## src/rtl/instr_seq_pkg.sv

```systemverilog
// instr_seq_pkg: shared constants, field positions, FSM states and the
// beat-count helper for the instruction sequencer.
package instr_seq_pkg;

   localparam int INSTR_W = 26;
   localparam int CNT_W   = 6;

   localparam logic [1:0] OP_MOVE  = 2'b00;
   localparam logic [1:0] OP_BLOCK = 2'b01;
   localparam logic [1:0] OP_IO    = 2'b10;
   localparam logic [1:0] OP_CTRL  = 2'b11;

   localparam int OP_HI  = 25;
   localparam int OP_LO  = 24;
   localparam int SUB_HI = 23;
   localparam int SUB_LO = 22;
   localparam int SRC_HI = 21;
   localparam int SRC_LO = 14;
   localparam int DST_HI = 13;
   localparam int DST_LO = 6;
   localparam int CNT_HI = 5;
   localparam int CNT_LO = 0;

   typedef enum logic [2:0] {
      ST_IDLE,
      ST_FETCH,
      ST_LOAD,
      ST_ISSUE,
      ST_DONE
   } state_e;

   // Moves and block transfers run for count beats (0 means 1); IO/CTRL are single-beat.
   function automatic logic [CNT_W-1:0] calc_beats(input logic [INSTR_W-1:0] w);
      logic [CNT_W-1:0] cnt;
      cnt = w[CNT_HI:CNT_LO];
      case (w[OP_HI:OP_LO])
         OP_MOVE, OP_BLOCK: calc_beats = (cnt == '0) ? CNT_W'(1) : cnt;
         OP_IO, OP_CTRL:    calc_beats = CNT_W'(1);
         default:           calc_beats = CNT_W'(1);
      endcase
   endfunction

endpackage

```

## src/rtl/instr_sequencer_addr_stepper.sv

```systemverilog
// addr_stepper: per-instruction beat offset, remaining-beat down-counter and
// the two 8-bit wrapping address adders. A freshly prefetched word can be
// presented straight from the load inputs before it has been captured.
module addr_stepper
   import instr_seq_pkg::*;
(
   input  logic             clock,
   input  logic             reset,
   input  logic             ld,
   input  logic             fresh,
   input  logic             adv,
   input  logic [7:0]       ld_src,
   input  logic [7:0]       ld_dst,
   input  logic [CNT_W-1:0] ld_beats,
   output logic [7:0]       next_source,
   output logic [7:0]       next_destination,
   output logic             last
);

   logic [7:0]       src_q, src_d;
   logic [7:0]       dst_q, dst_d;
   logic [CNT_W-1:0] off_q, off_d;
   logic [CNT_W-1:0] rem_q, rem_d;
   logic [7:0]       cur_src, cur_dst;
   logic [CNT_W-1:0] cur_off, cur_rem;
   logic [CNT_W-1:0] base_off, base_rem;

   // Current beat view; addresses wrap naturally in 8 bits.
   always_comb begin
      cur_src          = fresh ? ld_src   : src_q;
      cur_dst          = fresh ? ld_dst   : dst_q;
      cur_off          = fresh ? '0       : off_q;
      cur_rem          = fresh ? ld_beats : rem_q;
      next_source      = cur_src + 8'(cur_off);
      next_destination = cur_dst + 8'(cur_off);
      last             = (cur_rem == CNT_W'(1));
   end

   // Load restarts the counters; a consumed non-final beat advances them.
   always_comb begin
      src_d    = ld ? ld_src : src_q;
      dst_d    = ld ? ld_dst : dst_q;
      base_off = ld ? '0 : off_q;
      base_rem = ld ? ld_beats : rem_q;
      off_d    = adv ? base_off + 1'b1 : base_off;
      rem_d    = adv ? base_rem - 1'b1 : base_rem;
   end

   // Counter and base-address registers.
   always_ff @(posedge clock) begin
      if (reset) begin
         src_q <= '0;
         dst_q <= '0;
         off_q <= '0;
         rem_q <= '0;
      end else begin
         src_q <= src_d;
         dst_q <= dst_d;
         off_q <= off_d;
         rem_q <= rem_d;
      end
   end

endmodule

```

## src/rtl/instr_sequencer.sv

```systemverilog
// instr_sequencer: fetches 26-bit instruction words in order and presents
// each as one or more address beats to a consumer.
// Optional feature macro: INSTR_SEQ_PREFETCH_EN -- reads the next word while
// the final beat is presented so back-to-back instructions have no bubbles.
module instr_sequencer
   import instr_seq_pkg::*;
#(
   parameter int IMEM_DEPTH = 8192,
   parameter int PC_W       = 13
)
(
   input  logic               clock,
   input  logic               reset,
   input  logic               run,
   output logic [PC_W-1:0]    imem_addr,
   output logic               imem_rd,
   input  logic [INSTR_W-1:0] imem_rdata,
   input  logic               step_ready,
   output logic [INSTR_W-1:0] instruction,
   output logic               instr_valid,
   output logic [7:0]         next_source,
   output logic [7:0]         next_destination,
   output logic               last_beat,
   output logic               done
);

`ifdef INSTR_SEQ_PREFETCH_EN
   localparam logic PF_EN = 1'b1;
`else
   localparam logic PF_EN = 1'b0;
`endif

   // IMEM_DEPTH must equal 2**PC_W so the last word sits at pc all-ones.
   localparam logic [PC_W-1:0] PC_LAST = PC_W'(IMEM_DEPTH - 1);

   state_e               state_q, state_d;
   logic [PC_W-1:0]      pc_q, pc_d;
   logic [INSTR_W-1:0]   instr_q, instr_d;
   logic                 fresh_q, fresh_d;
   logic                 issue, final_beat, pf_rd;
   logic                 stp_ld, stp_adv, stp_last;

   // Output decode; a fresh prefetched word is shown directly from memory
   // during its first cycle and captured at the end of it.
   always_comb begin
      issue       = (state_q == ST_ISSUE);
      final_beat  = issue && stp_last;
      pf_rd       = PF_EN && final_beat && (pc_q != PC_LAST);
      imem_rd     = (state_q == ST_FETCH) || pf_rd;
      imem_addr   = pf_rd ? pc_q + 1'b1 : pc_q;
      instruction = fresh_q ? imem_rdata : instr_q;
      instr_valid = issue;
      last_beat   = final_beat;
      done        = (state_q == ST_DONE);
   end

   // Sequencing: fetch, load, issue beats, then advance pc or finish.
   always_comb begin
      state_d = state_q;
      pc_d    = pc_q;
      instr_d = instr_q;
      fresh_d = 1'b0;
      stp_ld  = 1'b0;
      stp_adv = 1'b0;
      case (state_q)
         ST_IDLE: begin
            if (run) state_d = ST_FETCH;
         end
         ST_FETCH: begin
            state_d = ST_LOAD;
         end
         ST_LOAD: begin
            instr_d = imem_rdata;
            stp_ld  = 1'b1;
            state_d = ST_ISSUE;
         end
         ST_ISSUE: begin
            if (fresh_q) begin
               instr_d = imem_rdata;
               stp_ld  = 1'b1;
            end
            if (step_ready) begin
               if (!stp_last) begin
                  stp_adv = 1'b1;
               end else begin
                  pc_d = pc_q + 1'b1;
                  if (pc_q == PC_LAST) begin
                     state_d = ST_DONE;
                  end else if (!run) begin
                     state_d = ST_IDLE;
                  end else if (PF_EN) begin
                     state_d = ST_ISSUE;
                     fresh_d = 1'b1;
                  end else begin
                     state_d = ST_FETCH;
                  end
               end
            end
         end
         ST_DONE: begin
            state_d = ST_DONE;
         end
         default: state_d = ST_IDLE;
      endcase
   end

   // FSM state, program counter and held instruction.
   always_ff @(posedge clock) begin
      if (reset) begin
         state_q <= ST_IDLE;
         pc_q    <= '0;
         instr_q <= '0;
         fresh_q <= 1'b0;
      end else begin
         state_q <= state_d;
         pc_q    <= pc_d;
         instr_q <= instr_d;
         fresh_q <= fresh_d;
      end
   end

   addr_stepper u_stepper (
      .clock            (clock),
      .reset            (reset),
      .ld               (stp_ld),
      .fresh            (fresh_q),
      .adv              (stp_adv),
      .ld_src           (imem_rdata[SRC_HI:SRC_LO]),
      .ld_dst           (imem_rdata[DST_HI:DST_LO]),
      .ld_beats         (calc_beats(imem_rdata)),
      .next_source      (next_source),
      .next_destination (next_destination),
      .last             (stp_last)
   );

endmodule

```

## config.mk

```make
export PLATFORM = sky130hd
export DESIGN_NAME = instr_sequencer
export DESIGN_NICKNAME = d
export VERILOG_FILES = /design/src/rtl/instr_seq_pkg.sv /design/src/rtl/instr_sequencer_addr_stepper.sv /design/src/rtl/instr_sequencer.sv
export SDC_FILE = /design/constraint.sdc
export NUM_CORES = 1
export LEC_CHECK = 0
export CORE_ASPECT_RATIO = 0.8
export CORE_UTILIZATION = 40
export CTS_CLUSTER_SIZE = 24
export DETAILED_ROUTE_END_ITERATION = 8
export PLACE_DENSITY = 0.7
export SLEW_MARGIN = 20
export SYNTH_ARGS = -nofsm -noshare
export SYNTH_HDL_FRONTEND = slang
export SYNTH_SLANG_ARGS = --single-unit
```

## constraint.sdc

```tcl
create_clock -name clock -period 2.1 [get_ports clock]
set_input_delay 0.315 -clock clock [delete_from_list [all_inputs] [get_ports clock]]
set_output_delay 0.315 -clock clock [all_outputs]
set_load 0.05 [all_outputs]
```

==> results.txt, run 1 <==
Data arrives at the worst endpoint at 2.10 ns. By startpoint and endpoint, the worst setup path is classified as flop to primary output. The area share of the leading cell type in the synthesized netlist is 37.03%. The compound-gate portion of the synthesized area is a little over an eighth.

The number of nets in the synthesized netlist came out at 417. Sequential cells were found to cover between 30% and 40% of the synthesized design area. The layout has 548 filler cells. The number of hold-repair buffers added at the cts stage came out at 0. The number of violations of the max-capacitance limit came out at 0. The data required time of the worst path came out at 1.78 ns. The initial utilization of the core area, before any placement, comes to 41.95%. The sort of element at the start of the critical path is a flop.

Cells fill 67.48% of the core in the end. The first global-routing pass estimated 12970 µm of wire. The adder and majority cell fraction of the synthesized area is just under 8%.

The global placement routability congestion is 0.8201. The cell with the largest stage delay on the worst path is sky130_fd_sc_hd__or4_4. The relative area change from synthesis to final layout is 60.87%. The main combinational cell family by area after synthesis is simple AND/OR/NAND/NOR gates. The flip-flop and latch count after synthesis is 54. The number of routed nets with antenna violations came out at 0. The area of the mapped netlist came out at 2919 µm². After Yosys synthesis, XOR and XNOR cells account for 7.801% of the synthesized area.

Measured against its own limit, the worst slew margin works out to between 60% and 70%. The area of the die is 7645 µm². The total number of clock tree sinks came out at 54. Dividing total power by cell area gives a power density of 532.6 nW/µm². The maximum achievable frequency is 414.0 MHz. After floorplanning, the core was divided into 27 placement rows. The largest driver fanout on the critical path came out at 3. The path class of the tightest hold or removal check is primary input to flop. Entering global routing, the biggest net connects 32 pins. Dividing the detail-routed via count by the number of cells gives 5.167. A synthesized cell averages 7.889 µm².

The clock insertion delay at the later pin of the skew report is 0.31 ns. Setup repair after global routing could not meet its margin everywhere. For this run, design rule violations remaining after detail routing come to 0.

The count of pins over their slew limit came out at 0. The cell sitting at the root of the clock tree is a sky130_fd_sc_hd__clkbuf_8. The critical path goes through ha_4 -> inv_2 -> fa_2 -> nor2b_2 -> o21ai_2 -> a21boi_2 -> or4_4 -> nand3_4 -> buf_12. Global routing consumed, over all layers together, between 20% and 30% of the routing resources. The area of all sequential standard cells came out at 1122 µm². Clock-pin slew was measured on the worst setup and hold paths at 0.10 ns. TritonCTS built the clock tree. The gate count after technology mapping is 370.

The number of optimization iterations in the first detailed-route pass is 4. The worst setup timing slack at the placement stage came out at -0.2709 ns. The maximum VDD drop came out at 326.2 µV. The worst setup path is captured at a primary output. The diode insertion count for antenna repair is 0.

The total wire length is 7949 µm. The leakage power is 1.732 nW. The count of warnings emitted by yosys came out at 0.

The largest incremental delay on the critical path is 0.43 ns. The total congestion overflow after global routing came out at 0. The checks that failed: setup timing.

The flow ran to the end, but the final reports show violations. Summing all multi-input logic gate instances after layout gives 2019 µm². Measured along the y axis, the die boundary spans 78.41 µm. The placeable core region came out at ~7000 µm². After detailed routing, the average wire length per cell comes to 13.95 µm. The number of global-route vias before repair came out at 2797. Of the cells placed in the final design, the portion with a size suffix greater than 1 is 26.92%.

The maximum root-to-sink buffer count is 2. After synthesis, the cell types taking the most area are sky130_fd_sc_hd__dfxtp_1 (37%), sky130_fd_sc_hd__nand2_1 (9.1%), sky130_fd_sc_hd__xnor2_1 (6.9%), sky130_fd_sc_hd__ha_1 (6.4%), sky130_fd_sc_hd__a21oi_1 (6.0%). Measured against the total synthesized area, the mux share comes to roughly 1.4%. The port buffer count is 88. The die width came out at just under 100 µm.

The initial antenna violation count came out at 0. The count of distinct cell types in the synthesized netlist is 45. The total number of nets in the final design is between 500 and 600. The final setup TNS is -1.643 ns.

The final count of hold timing violations is 0. The slew at the pin with the worst max-slew slack is 0.5146 ns. Counting I/O delays and the setup requirement, the final critical path takes 2.415 ns. The final setup violation count came out at 10.

The area share of and/or/nand/nor cells after synthesis is 27.35%. The HPWL reported at the end of detailed placement came out at 5729 µm. The final clock period utilization by the worst path came out at 115.0%. Across all setup checks in the final design, the least slack found is -0.3153 ns. The maximum clock skew at final layout came out at roughly 0.012 ns. The synthesized design spends more area on one cell type than any other, namely sky130_fd_sc_hd__dfxtp_1. The number of clock buffers inserted by TritonCTS is 5. The detailed router finished its first iteration with 140 violations.

The CTS H-tree depth came out at 2. The via count of the routed design is 2945. The count of pins on the block boundary came out at 89.
==> logic make-up after synthesis <==
| logic type | count (synthesis) |
|---|---|
| buf+inv | 36 |
| fa+ha+maj | 17 |
| mux | 4 |
| compound gates | 66 |
| flops | 54 |
| xor+xnor | 26 |
| simple gates | 167 |
==> routing by layer <==
| metal | vias to the layer above | share of wire (%) | GRT usage (%) |
|---|---|---|---|
| li1 | 1479 | - | - |
| met1 | 1363 | 48 | 29.20 |
| met2 | 94 | 44 | 32.38 |
| met3 | 9 | 6.0 | 3.918 |
| met4 | 0 | 1.2 | 5.588 |
| met5 | - | 0 | 0 |
==> sequential cells by signal, indices dropped and copies added (netlist names) <==
register,flops
imem_addr,13
u_stepper.off_q,6
state_q,3
instr_q,26
u_stepper.rem_q,6
==> synth_stat cells, drive strengths merged <==
master	number
nand3	8
and4b	1
nor2	35
a31oi	1
ha	15
o21ai	10
or3b	1
o21ba	1
nor2b	5
and2	2
buf	7
a21boi	3
nor3	16
a21bo	1
or3	5
nor3b	8
o22ai	2
xor2	3
a211oi	1
o311a	1
a21oi	35
inv	19
a21o	2
a311o	1
and3	1
or2	1
nand4	6
dfxtp	54
nor4	4
xnor2	23
fa	2
o2111ai	1
or4	3
clkbuf	10
a311oi	1
o211ai	6
nand2	71
mux2i	4
==> metrics by stage <==
step                instance area [µm²]  hold slack (ns)  total power [mW]  cells
finish                             4696           0.3264             2.501    570
floorplan                          3035           0.4406             1.596    370
global route                       4696           0.3644             2.625    570
CTS                                4558           0.4293             2.501    568
global placement                   4297           0.4432             1.914    555
detailed placement                 4297           0.4473             1.925    555
==> worst max-delay path, delay by kind of cell, from the launching register on <==
family / cells / cell delay, ns
compound gates: 2 / 0.26
buf+inv: 2 / 0.19
simple gates: 3 / 0.58
flops: 1 / 0.38
fa+ha+maj: 2 / 0.37
==> cells in the final DEF (no fill, tap or decap), types with 3 or more instances in the layout <==
cell type                         instances
sky130_fd_sc_hd__ha_1                     4
sky130_fd_sc_hd__dfxtp_1                 37
sky130_fd_sc_hd__nor2b_1                  3
sky130_fd_sc_hd__clkbuf_8                 5
sky130_fd_sc_hd__o21ai_0                  5
sky130_fd_sc_hd__clkdlybuf4s50_1         67
sky130_fd_sc_hd__buf_12                  15
sky130_fd_sc_hd__nor2_1                  32
sky130_fd_sc_hd__xnor2_1                 17
sky130_fd_sc_hd__buf_6                    5
sky130_fd_sc_hd__a21oi_1                 33
sky130_fd_sc_hd__nor2_2                   3
sky130_fd_sc_hd__nor3b_1                  5
sky130_fd_sc_hd__inv_1                   17
sky130_fd_sc_hd__dfxtp_2                  9
sky130_fd_sc_hd__or4_4                    3
sky130_fd_sc_hd__nor3_1                  15
sky130_fd_sc_hd__mux2i_1                  3
sky130_fd_sc_hd__nand3_1                  4
sky130_fd_sc_hd__o211ai_1                 5
sky130_fd_sc_hd__or3_1                    4
sky130_fd_sc_hd__o21ai_2                  4
sky130_fd_sc_hd__dfxtp_4                  8
sky130_fd_sc_hd__nand4_1                  6
sky130_fd_sc_hd__xor2_1                   3
sky130_fd_sc_hd__nand2_1                 71
sky130_fd_sc_hd__buf_4                   33
sky130_fd_sc_hd__a21boi_2                 3
sky130_fd_sc_hd__xnor2_4                  4
sky130_fd_sc_hd__nor4_1                   3
sky130_fd_sc_hd__ha_4                    10
==> repair_timing <==
action | CTS | global route
gates resized for setup | 27 | 22
buffers inserted | 5 | 5
endpoints found under the setup margin | 12 | 14
pin swaps | 12 | 16
==> power breakdown <==
part | switching [mW] | leakage [nW] | total, mW | internal (mW)
sequential | 0.0453 | 0.448 | 1.11 | 1.07
combinational | 0.465 | 1.24 | 0.826 | 0.361
clock | 0.333 | 0.0426 | 0.563 | 0.230
total | 0.843 | 1.73 | 2.50 | 1.66
==> path summary, 6_finish.rpt <==
path | from | endpoint | slack, ns | depth (start not counted)
min reg2reg | instr_q[25]$_SDFFE_PP0P_ | instr_q[25]$_SDFFE_PP0P_ | 0.46 | 2
min | imem_rdata[2] | instr_q[2]$_SDFFE_PP0P_ | 0.33 | 3
max | u_stepper.off_q[0]$_SDFF_PP0_ | next_source[6] | -0.32 | 9
max reg2reg | state_q[0]$_SDFFE_PP0P_ | u_stepper.off_q[5]$_SDFF_PP0_ | 0.19 | 6
==> area by class of cell <==
type / count / area share [%]
Multi-Input combinational cell: 280 / 43.01
Timing Repair Buffer: 122 / 27.52
Sequential cell: 54 / 23.90
Tap cell: 87 / 2.318
Clock buffer: 6 / 1.545
Inverter: 19 / 1.519
Clock inverter: 2 / 0.1865
Note: power is estimated with default switching activity, not from simulation.
==> run 2, diff against run 1 <==
--- a/config.mk
+++ b/config.mk
@@ -9,7 +9,9 @@
 export CORE_UTILIZATION = 40
 export CTS_CLUSTER_SIZE = 24
 export DETAILED_ROUTE_END_ITERATION = 8
+export GPL_TIMING_DRIVEN = 0
 export PLACE_DENSITY = 0.7
+export SKIP_LAST_GASP = 1
 export SLEW_MARGIN = 20
 export SYNTH_ARGS = -nofsm -noshare
 export SYNTH_HDL_FRONTEND = slang
==> run 2 against run 1 <==
  * First-iteration DRC count increased by 7.1%
  * Critical endpoint unchanged
  * The flow still finishes with violations (setup timing)
  * Combinational power decreased by 8.1%
  * Sequential share of layout area rose by 1.4 points
  * Largest power group unchanged
  * Global-route usage increased by 0.37 points
  * Register-to-register slack worse by 0.06 ns
==> results.txt, run 2 (synthesis results as in run 1) <==
The relative area change from synthesis to final layout is 52.21%. The number of clock buffers inserted by TritonCTS is 5 (unchanged). The top cell types in the final layout, fill and taps aside, are sky130_fd_sc_hd__nand2_1 (71), sky130_fd_sc_hd__clkdlybuf4s50_1 (65), sky130_fd_sc_hd__dfxtp_1 (36), sky130_fd_sc_hd__a21oi_1 (33), sky130_fd_sc_hd__nor2_1 (31). The maximum root-to-sink buffer count is 2 (unchanged).

The maximum VDD drop is 290.4 µV (-11%). The largest driver fanout on the critical path came out at 3 (unchanged). The wire length of the first global-routing pass is 13290 µm (+2.4%).

The cell with the largest stage delay on the worst path is sky130_fd_sc_hd__or4_4. The data arrival time at the worst-slack endpoint came out at 2.11 ns (about the same). The fraction of final layout cells sized beyond drive strength 1 is 24.38% (-2.5 points). The number of violations of the max-capacitance limit is 0 (unchanged). The number of hold-repair buffers added at the cts stage is 0 (unchanged). The initial standard-cell utilization of the core came out at 41.95% (unchanged). The count of buffering cells on the critical path with inverters included came out at 2 (unchanged). The maximum achievable frequency is 413.1 MHz (-0.22%). The final critical-path setup slack came out at -0.3207 ns (-0.005427 ns). The checks that failed: setup timing. The relative slew slack is 64.31% (-1.3 points). The placeable core region is 6959 µm² (unchanged). The startpoint identified for the worst register-to-register timing path is state_q[0]$_SDFFE_PP0P_. The initial antenna violation count is 0 (unchanged).

The utilization of the core after routing is 63.84% (-3.6 points). The die extent in y came out at 78.41 µm (unchanged). The total global routing track utilization is 21.08% (+0.37 points). Setup repair after global routing could not meet its margin everywhere. The port buffer count is 86 (-2.3%). The final count of hold timing violations is 0 (unchanged).

The largest net degree at the start of global routing came to 17 (-47%). The count of pins on the block boundary is 89 (unchanged). The clock insertion delay at the later pin of the skew report came out at 0.30 ns (about the same). The clock input transition at the sequential cells of the worst setup and hold paths came out at 0.10 ns (about the same). The share of total power in sequential cells is 43.2% (-1.2 points). The HPWL reported at the end of detailed placement is 5771 µm (+0.73%). The final clock period utilization by the worst path came out at 115.3% (+0.26 points). The destination of the worst hold path is instr_q[3]$_SDFFE_PP0P_.

STA classifies the critical path endpoint as a primary output. The ratio of total power to cell area came out at 575.2 nW/µm² (+8.0%). The run finished, with violations left. The fraction of power consumed by combinational cells is 29.7% (-3.3 points). The worst register-to-register path ends at u_stepper.off_q[4]$_SDFF_PP0_. The cell-internal power came out at 1.712 mW (+3.2%).

The final setup violation count is 9 (-1). The area of the die came out at 7645 µm² (unchanged). The flip-flop count of the largest register, all copies and words added came out at 26 (unchanged).

The total number of nets in the final design was 530 (+0.19%). The total congestion overflow after global routing came to 0 (unchanged). TritonCTS built the clock tree. The mean number of vias per cell came out at 5.217 (+0.98%). The most common cell after layout, fill and taps aside is sky130_fd_sc_hd__nand2_1.

The number of routed nets with antenna violations came out at 0 (unchanged). The total wire length is 8122 µm (+2.2%). The largest incremental delay on the critical path was 0.44 ns (about the same).

The per-cell routed wire length came out at 14.22 µm (+2.0%). The count of pins over their slew limit was 0 (unchanged). The number of DRC violations after detailed-routing iteration 0 is 150 (+7.1%). The data required time of the worst path came out at 1.78 ns (about the same). The worst-case reg-to-reg path depth was 7 (+1).

The post-route total power is 2.556 mW (+2.2%). The via count of the routed design is 2979 (+1.2%). Traced cell by cell, the critical path runs through ha_4 -> inv_2 -> fa_2 -> nor2b_2 -> o21ai_2 -> a21boi_2 -> or4_4 -> nand3_4 -> buf_8. STA classifies the critical path startpoint as a flop. The switching part of the total power is 33.01% (-0.69 points).

The total number of clock tree sinks is 54 (unchanged). The slew at the pin with the worst max-slew slack is 0.5336 ns (+0.01899 ns). The maximum clock skew at final layout is 0.004824 ns (-0.006692 ns). The number of optimization iterations in the first detailed-route pass is 5 (+1). The number of global-route vias before repair is 2805 (+0.29%). The fraction of power consumed by the clock network is 27.1% (+4.6 points). The post-detailed-route DRC marker count came to 0 (unchanged). Grouping stages by cell kind, the critical path spends the most delay in simple AND/OR/NAND/NOR gates. The worst hold margin was 0.3222 ns (-0.004209 ns). The source of the worst hold timing path is imem_rdata[3].

The number of rows created at floorplan is 27 (unchanged). The path class of the tightest hold or removal check is primary input to flop. The worst hold path cell count is 3 (unchanged).

The switching power was 843.5 µW (about the same). The CTS H-tree depth came out at 2 (unchanged). The global placement routability congestion is 0.8262 (+0.74%).

The leakage power came out at 1.686 nW (-2.7%). The clock root buffer master is sky130_fd_sc_hd__clkbuf_8. The register with the most flip-flops in the final layout is instr_q. The diode insertion count for antenna repair is 0 (unchanged). The reg2reg setup slack is 0.13 ns (-0.06 ns). The die width came out at 97.51 µm (unchanged). The shortest period the worst path allows came out at 2.421 ns (+0.005427 ns). The worst setup path category is flop to primary output.
run 2: cell count changes in the layout (fill, tap and decap cells not counted), moves of 3 or more:
| cell | change |
|---|---|
| sky130_fd_sc_hd__buf_12 | -15 |
| sky130_fd_sc_hd__buf_4 | -11 |
| sky130_fd_sc_hd__buf_2 | +8 |
| sky130_fd_sc_hd__clkbuf_1 | +8 |
| sky130_fd_sc_hd__buf_8 | +3 |
| sky130_fd_sc_hd__ha_1 | +3 |
| sky130_fd_sc_hd__ha_4 | -3 |
| sky130_fd_sc_hd__xnor2_4 | -3 |
run 2: area by class of cell:
cell class | count | area, µm²
Fill cell | 599 | 2516
Multi-Input combinational cell | 280 | 1941
Sequential cell | 54 | 1124
Timing Repair Buffer | 107 | 1016
Tap cell | 87 | 108.9
Buffer | 16 | 73.82
Inverter | 19 | 71.32
Clock buffer | 5 | 68.82
Clock inverter | 3 | 40.04
run 2: metrics by stage:
stage                     cell area, µm²  setup TNS, ns  setup WS [ns]  instances
after floorplan                     3035        -0.3098        -0.1100        370
after global placement              4005         -6.802        -0.7901        543
after detailed placement            4005         -7.123        -0.8449        543
after CTS                           4318         -1.834        -0.3843        561
after global routing                4443         -2.640        -0.4080        571
final                               4443         -1.774        -0.3207        571
run 2: layer usage:
metal | part of all wire [%] | vias to the layer above | track usage [%]
met5 | 0 | - | 0
met4 | 0.58 | 0 | 4.706
met3 | 6.6 | 4 | 3.918
met2 | 44 | 107 | 32.52
met1 | 48 | 1383 | 30.50
li1 | - | 1485 | -
run 2: tightest hold or removal path, cell delays in order:
cell	delay, ns
sky130_fd_sc_hd__dlymetal6s2s_1	0.15
sky130_fd_sc_hd__nand2_1	0.06
sky130_fd_sc_hd__a21oi_1	0.05
run 2: worst max path at each step:
stage / startpoint / to / slack [ns] / depth (start not counted)
finish: u_stepper.off_q[0]$_SDFF_PP0_ / next_source[6] / -0.32 / 9
floorplan: instr_q[7]$_SDFFE_PP0P_ / next_destination[7] / -0.11 / 5
detailed placement: u_stepper.off_q[0]$_SDFF_PP0_ / next_source[6] / -0.84 / 9
global placement: u_stepper.off_q[0]$_SDFF_PP0_ / next_destination[6] / -0.79 / 9
CTS: u_stepper.off_q[0]$_SDFF_PP0_ / next_source[6] / -0.38 / 9
global route: u_stepper.off_q[0]$_SDFF_PP0_ / next_source[6] / -0.41 / 9
run 2: timing repair:
| action | CTS | global route |
|---|---|---|
| endpoints found under the setup margin | 22 | 19 |
| pin swaps | 17 | 16 |
| setup buffers | 10 | 11 |
| resized for setup | 124 | 24 |
run 2: power groups by stage:
stage | Clock (mW) | Sequential, mW | Combinational (mW)
after floorplan | 0 | 1.23 | 0.366
after global placement | 0 | 1.12 | 0.704
after detailed placement | 0 | 1.12 | 0.712
after CTS | 0.709 | 1.10 | 0.735
after global routing | 0.748 | 1.11 | 0.810
final | 0.693 | 1.10 | 0.759
